## src/rtl/gigatron_pkg.sv

```systemverilog
// Shared definitions for the gigatron memory arbiter: slot numbering, slot kinds
// and the helper that classifies a clock within the instruction window.
package gigatron_pkg;

    localparam int SLOT_CPU_RD = 0;
    localparam int SLOT_CPU_WR = 1;
    localparam int AW_DEFAULT  = 16;

    typedef enum logic [1:0] {
        CPU_RD,
        CPU_WR,
        HOST
    } slot_type_e;

    // While halted every clock is offered to the host.
    function automatic slot_type_e slot_kind(input int slot, input logic halted);
        if (halted)
            return HOST;
        if (slot == SLOT_CPU_RD)
            return CPU_RD;
        if (slot == SLOT_CPU_WR)
            return CPU_WR;
        return HOST;
    endfunction

endpackage

```

## src/rtl/gigatron_slot_timer.sv

```systemverilog
// Free-running slot counter for the CPU instruction window, cpu_ce generation
// and the halt register that only changes at a window boundary.
module gigatron_slot_timer
    import gigatron_pkg::*;
#(
    parameter int SLOTS = 4,
    parameter int SW    = 2
) (
    input  logic          clock,
    input  logic          rst_n,
    input  logic          host_hold,
    output logic [SW-1:0] slot,
    output logic          halted,
    output logic          cpu_ce
);

    localparam logic [SW-1:0] LAST = SW'(SLOTS - 1);

    always_ff @(posedge clock) begin
        if (!rst_n) begin
            slot   <= '0;
            halted <= 1'b0;
        end else begin
            slot <= (slot == LAST) ? '0 : slot + SW'(1);
            // Sampled together with cpu_ce so an instruction is never split.
            if (slot == LAST)
                halted <= host_hold;
        end
    end

    assign cpu_ce = rst_n && !halted && (slot == LAST);

endmodule

```

## src/rtl/gigatron_mem_arbiter.sv

```systemverilog
// Time-slices one synchronous single-port RAM between the gigatron CPU and a
// host requester; CPU read/write slots come first, remaining slots go to the host.
module gigatron_mem_arbiter
    import gigatron_pkg::*;
#(
    parameter int SLOTS = 4,
    parameter int AW    = AW_DEFAULT
) (
    input  logic          clock,
    input  logic          rst_n,
    input  logic [AW-1:0] cpu_addr_r,
    input  logic [AW-1:0] cpu_addr_w,
    input  logic [7:0]    cpu_data_o,
    input  logic          cpu_we,
    output logic [7:0]    cpu_data_i,
    output logic          cpu_ce,
    input  logic          host_req,
    input  logic          host_we,
    input  logic [AW-1:0] host_addr,
    input  logic [7:0]    host_wdata,
    output logic          host_ack,
    output logic [7:0]    host_rdata,
    input  logic          host_hold,
    output logic          cpu_halted,
    output logic [AW-1:0] ram_addr,
    output logic [7:0]    ram_wdata,
    output logic          ram_we,
    input  logic [7:0]    ram_rdata
);

    localparam int SW = $clog2(SLOTS);

    logic [SW-1:0] slot;
    logic          halted;
    slot_type_e    stype;
    logic          host_issue;
    logic          ack_p1;
    logic          ack_rd_p1;
    logic [7:0]    rdata_p1;

    gigatron_slot_timer #(
        .SLOTS (SLOTS),
        .SW    (SW)
    ) u_slot_timer (
        .clock     (clock),
        .rst_n     (rst_n),
        .host_hold (host_hold),
        .slot      (slot),
        .halted    (halted),
        .cpu_ce    (cpu_ce)
    );

    assign cpu_halted = halted;

    always_comb stype = slot_kind(int'(slot), halted);

    // Port mux; the ack cycle never issues so a held request is served once.
    always_comb begin
        ram_addr   = '0;
        ram_wdata  = '0;
        ram_we     = 1'b0;
        host_issue = 1'b0;
        if (rst_n) begin
            case (stype)
                CPU_RD: ram_addr = cpu_addr_r;
                CPU_WR: begin
                    if (cpu_we) begin
                        ram_addr  = cpu_addr_w;
                        ram_wdata = cpu_data_o;
                        ram_we    = 1'b1;
                    end
                end
                default: begin
                    if (host_req && !ack_p1) begin
                        host_issue = 1'b1;
                        ram_addr   = host_addr;
                        if (host_we) begin
                            ram_wdata = host_wdata;
                            ram_we    = 1'b1;
                        end
                    end
                end
            endcase
        end
    end

    // Stage p1: RAM data returns one clock after issue.
    always_ff @(posedge clock) begin
        if (!rst_n) begin
            ack_p1     <= 1'b0;
            ack_rd_p1  <= 1'b0;
            rdata_p1   <= '0;
            cpu_data_i <= '0;
        end else begin
            ack_p1    <= host_issue;
            ack_rd_p1 <= host_issue && !host_we;
            if (ack_p1 && ack_rd_p1)
                rdata_p1 <= ram_rdata;
            if (stype == CPU_WR)
                cpu_data_i <= ram_rdata;
        end
    end

    assign host_ack   = rst_n && ack_p1;
    // Read data is forwarded during the ack cycle and held afterwards.
    assign host_rdata = (host_ack && ack_rd_p1) ? ram_rdata : rdata_p1;

endmodule

```

## config.mk

```make
export PLATFORM = sky130hd
export DESIGN_NAME = gigatron_mem_arbiter
export DESIGN_NICKNAME = d
export VERILOG_FILES = /design/src/rtl/gigatron_pkg.sv /design/src/rtl/gigatron_slot_timer.sv /design/src/rtl/gigatron_mem_arbiter.sv
export SDC_FILE = /design/constraint.sdc
export NUM_CORES = 1
export LEC_CHECK = 0
export ABC_AREA = 1
export BUFFER_PORTS_ARGS = -buffer_cell sky130_fd_sc_hd__buf_2
export CORE_MARGIN = 2
export CORE_UTILIZATION = 45
export CTS_BUF_LIST = sky130_fd_sc_hd__clkbuf_16
export CTS_CLUSTER_SIZE = 20
export DETAILED_ROUTE_END_ITERATION = 8
export GPL_TIMING_DRIVEN = 0
export PLACE_DENSITY = 0.86
export REMOVE_ABC_BUFFERS = 1
export SLEW_MARGIN = 20
export SYNTH_ARGS = -nofsm -noshare
export SYNTH_HDL_FRONTEND = slang
export SYNTH_SLANG_ARGS = --single-unit
```

## constraint.sdc

```tcl
create_clock -name clock -period 2.9 [get_ports clock]
set_input_delay 0.145 -clock clock [delete_from_list [all_inputs] [get_ports clock]]
set_output_delay 0.145 -clock clock [all_outputs]
set_load 0.01 [all_outputs]
```

==> impl_metrics.tcl <==
set metrics [dict create \
    critPathLaunchType "flop" \
    timing.reg2reg.setup_slack_ns 1.10 \
    drive_gt1_frac 0.2954 \
    final.min_clock_period_ns 2.396 \
    tns_ns 0 \
    postSynthCellCount 349 \
    grt_pass1_wl_um 8307 \
    worstSkewPairLatency_ns 0.26 \
    cts_resized 0 \
    maxSlewHeadroom 0.3370 \
    core_um2 3943 \
    wirelength_um 5457 \
    cellPowerDensity_nw_per_um2 438.5 \
    cts_tree "yes" \
    ff2ff_path_depth 5 \
    crit_family "simple AND/OR/NAND/NOR gates" \
    track_usage 0.2344 \
    grt_max_degree 37 \
    die_area_um2 4543 \
    synth_seq_cells 21 \
    end_kind "output pin" \
    port_buffers 121 \
    critical-path-max-stage-delay_ns 0.60 \
    hold_path.class "primary input to flop" \
    die_w_um 67.41 \
    drc 0 \
    r2r-start "u_slot_timer.slot[0]" \
    ys_warn_count 0 \
    synth_area_leader_cell "nand2_1" \
    cts_hold_buf 0 \
    die_y_um 67.41 \
    fmax_mhz 417.3 \
    cts_sinks 21 \
    critical_path.slowest_cell "nor2_4" \
    root_buffer "clkbuf_16" \
    place_congestion 0.7916 \
    vias_per_cell 4.748 \
    overflow 0 \
    rsz0062_at_grt "no" \
    cts.clk_slew.worst_paths_ns 0.06 \
    synth_area_leaders "nand2_1, dfxtp_1, nor2_1" \
    synth_area_um2 1809 \
    clock_skew_ns 0.005662 \
    drtPass1Iterations 4 \
    peakVddDrop_uv 458.5 \
    hold_viol 0 \
    cp_max_fo 32 \
    antenna_found_initial 0 \
    drv_slew 0 \
    post_drt_wl_per_cell_um 10.76 \
    synth_top_area_share 0.3216 \
    numCtsBuffers 3 \
    cp_data_arrival_time_ns 2.25 \
    holdPathStages 3 \
    initial_core_util 0.4589 \
    crit_chain "ha_1 -> inv_2 -> nor2_4 -> nand2_1 -> nand2_1 -> nand2_1 -> nor2_1 -> buf_2" \
    drt_iter0_markers 92 \
    cts_setup_buffers 0 \
    worstHoldStart "ram_rdata[6]" \
    syn_to_final_growth_pct 36.79 \
    final.period_utilization 0.8262 \
    n_antenna_cell 0 \
    cp.required_ns 2.76 \
    yosysSeqAreaShare 0.2324 \
    synth_area_per_cell_um2 5.184 \
    tightest_slew_ns 0.9908 \
    clockBufferDepth 2 \
    crit_type "flop to output pin" \
    vias 2407 \
    rows 23 \
    cpMostUsedCell "nand2_1" \
    nets 539 \
    cp_num_buf_inv 2 \
    cap_violations 0 \
    timing.rr.end "cpu_data_i[6]" \
    h-tree-depth 1 \
    synth_cell_types 21 \
    dp_hpwl_um 3939 \
    dp_cells 503 \
    hold_end "rdata_p1[6]" \
    setup_viol 0 \
    drtAntennaViolNets 0 \
    fillers 393 \
    grt_pass1_vias 1996 \
    crit_path_start "u_slot_timer.slot[0]" \
    leakagePower_nw 1.604 \
    ios 122 \
    final_cells 507 \
    status "completed" \
]
-- routing by layer --
metal  global-route usage  wire length (um)  up-vias
met1               0.2614              2330     1051
met5                    0                 0        -
met3              0.06000               530        7
met2               0.4332              2530       92
li1                     -                 -     1257
met4              0.07143                65        0
-- area by class of cell --
| cell class | count | area (um2) | area share |
|---|---|---|---|
| clock inverters | 1 | 7.507 | 0.003033 |
| multi-input cells | 262 | 1112 | 0.4494 |
| inverters | 48 | 180.2 | 0.07280 |
| flip-flops and latches | 21 | 420.4 | 0.1699 |
| repair buffers | 122 | 616.8 | 0.2492 |
| well taps | 50 | 62.56 | 0.02528 |
| clock buffers | 3 | 75.07 | 0.03033 |
-- cell usage after synthesis --
master and n:
a21oi_1 7, nor2_1 47, o21ai_2 1, nand2_4 2
clkbuf_1 5, buf_2 10, buf_4 1, inv_1 46
ha_1 3, nor3_1 1, nand4_1 1, buf_6 2
nor2_2 1, nor2_4 1, or2_2 1, inv_2 2
dfxtp_1 21, o21ai_0 25, nand2_1 155, nand3b_1 1
nand3_1 16
-- how the worst max path moves through the flow --
stage	slack, ns	endpoint	cells after the start
6_report	0.50	ram_we	8
5_1_grt	0.25	ram_wdata[4]	8
4_1_cts	0.50	ram_wdata[7]	8
3_5_place_dp	0.78	ram_wdata[7]	8
3_3_place_gp	0.66	ram_addr[0]	6
2_1_floorplan	1.21	ram_wdata[0]	7
-- cell families (layout without fill, tap and decap cells) --
family	after synthesis	after routing	share of synthesized area
AND/OR/NAND/NOR	226	226	0.4993
buffers and inverters	66	174	0.1542
AO/OA/AOI/OAI	33	33	0.09336
flip-flops	21	21	0.2324
adder cells (fa/ha/maj)	3	3	0.02075
-- cell usage in the layout (no fill, tap or decap) --
cell and count:
o21ai_2 1, nor3_1 1, nand3b_1 1, nand3_1 16
ha_1 3, or2_2 1, nor2_4 1, nand2_4 2
clkbuf_16 3, nand4_1 1, buf_2 121, o21ai_0 25
inv_1 46, nor2_1 46, inv_2 2, buf_6 1
dfxtp_1 21, clkinvlp_4 1, a21oi_1 7, nor2_2 2
nand2_1 155
-- where the power goes --
part / internal [mW] / switching, mW / leakage, nW / total (mW)
Combinational: 0.181 / 0.288 / 1.40 / 0.469
Clock: 0.187 / 0.109 / 0.0371 / 0.296
Sequential: 0.309 / 0.0114 / 0.171 / 0.320
Total: 0.676 / 0.409 / 1.60 / 1.09
-- per-stage QoR --
stage | utilization | instance area, um2 | total power, mW | worst slack [ns] | hold slack (ns)
6_report | 0.6277 | 2475 | 1.085 | 0.5039 | 0.1095
4_1_cts | 0.6277 | 2475 | 1.090 | 0.5008 | 0.1115
3_3_place_gp | 0.6033 | 2379 | 0.7843 | 0.6553 | 0.3627
3_5_place_dp | 0.6068 | 2392 | 0.7957 | 0.7788 | 0.3762
2_1_floorplan | - | 1710 | 0.6083 | 1.211 | 0.2235
5_1_grt | 0.6277 | 2475 | 1.164 | 0.2479 | 0.1404
-- worst reg2reg max path: stages (launching register included) --
cell     delay, ns
dfxtp_1       0.38
ha_1          0.31
inv_2         0.20
nor2_4        0.60
nor2_1        0.11
nor2_1        0.14
-- registers in the layout (all words and copies together), names as in the netlist --
name and cells:
ack_p1 1, ack_rd_p1 1, cpu_data_i 8, rdata_p1 8, u_slot_timer.halted 1, u_slot_timer.slot 2
(Power assumes the default switching activity.)
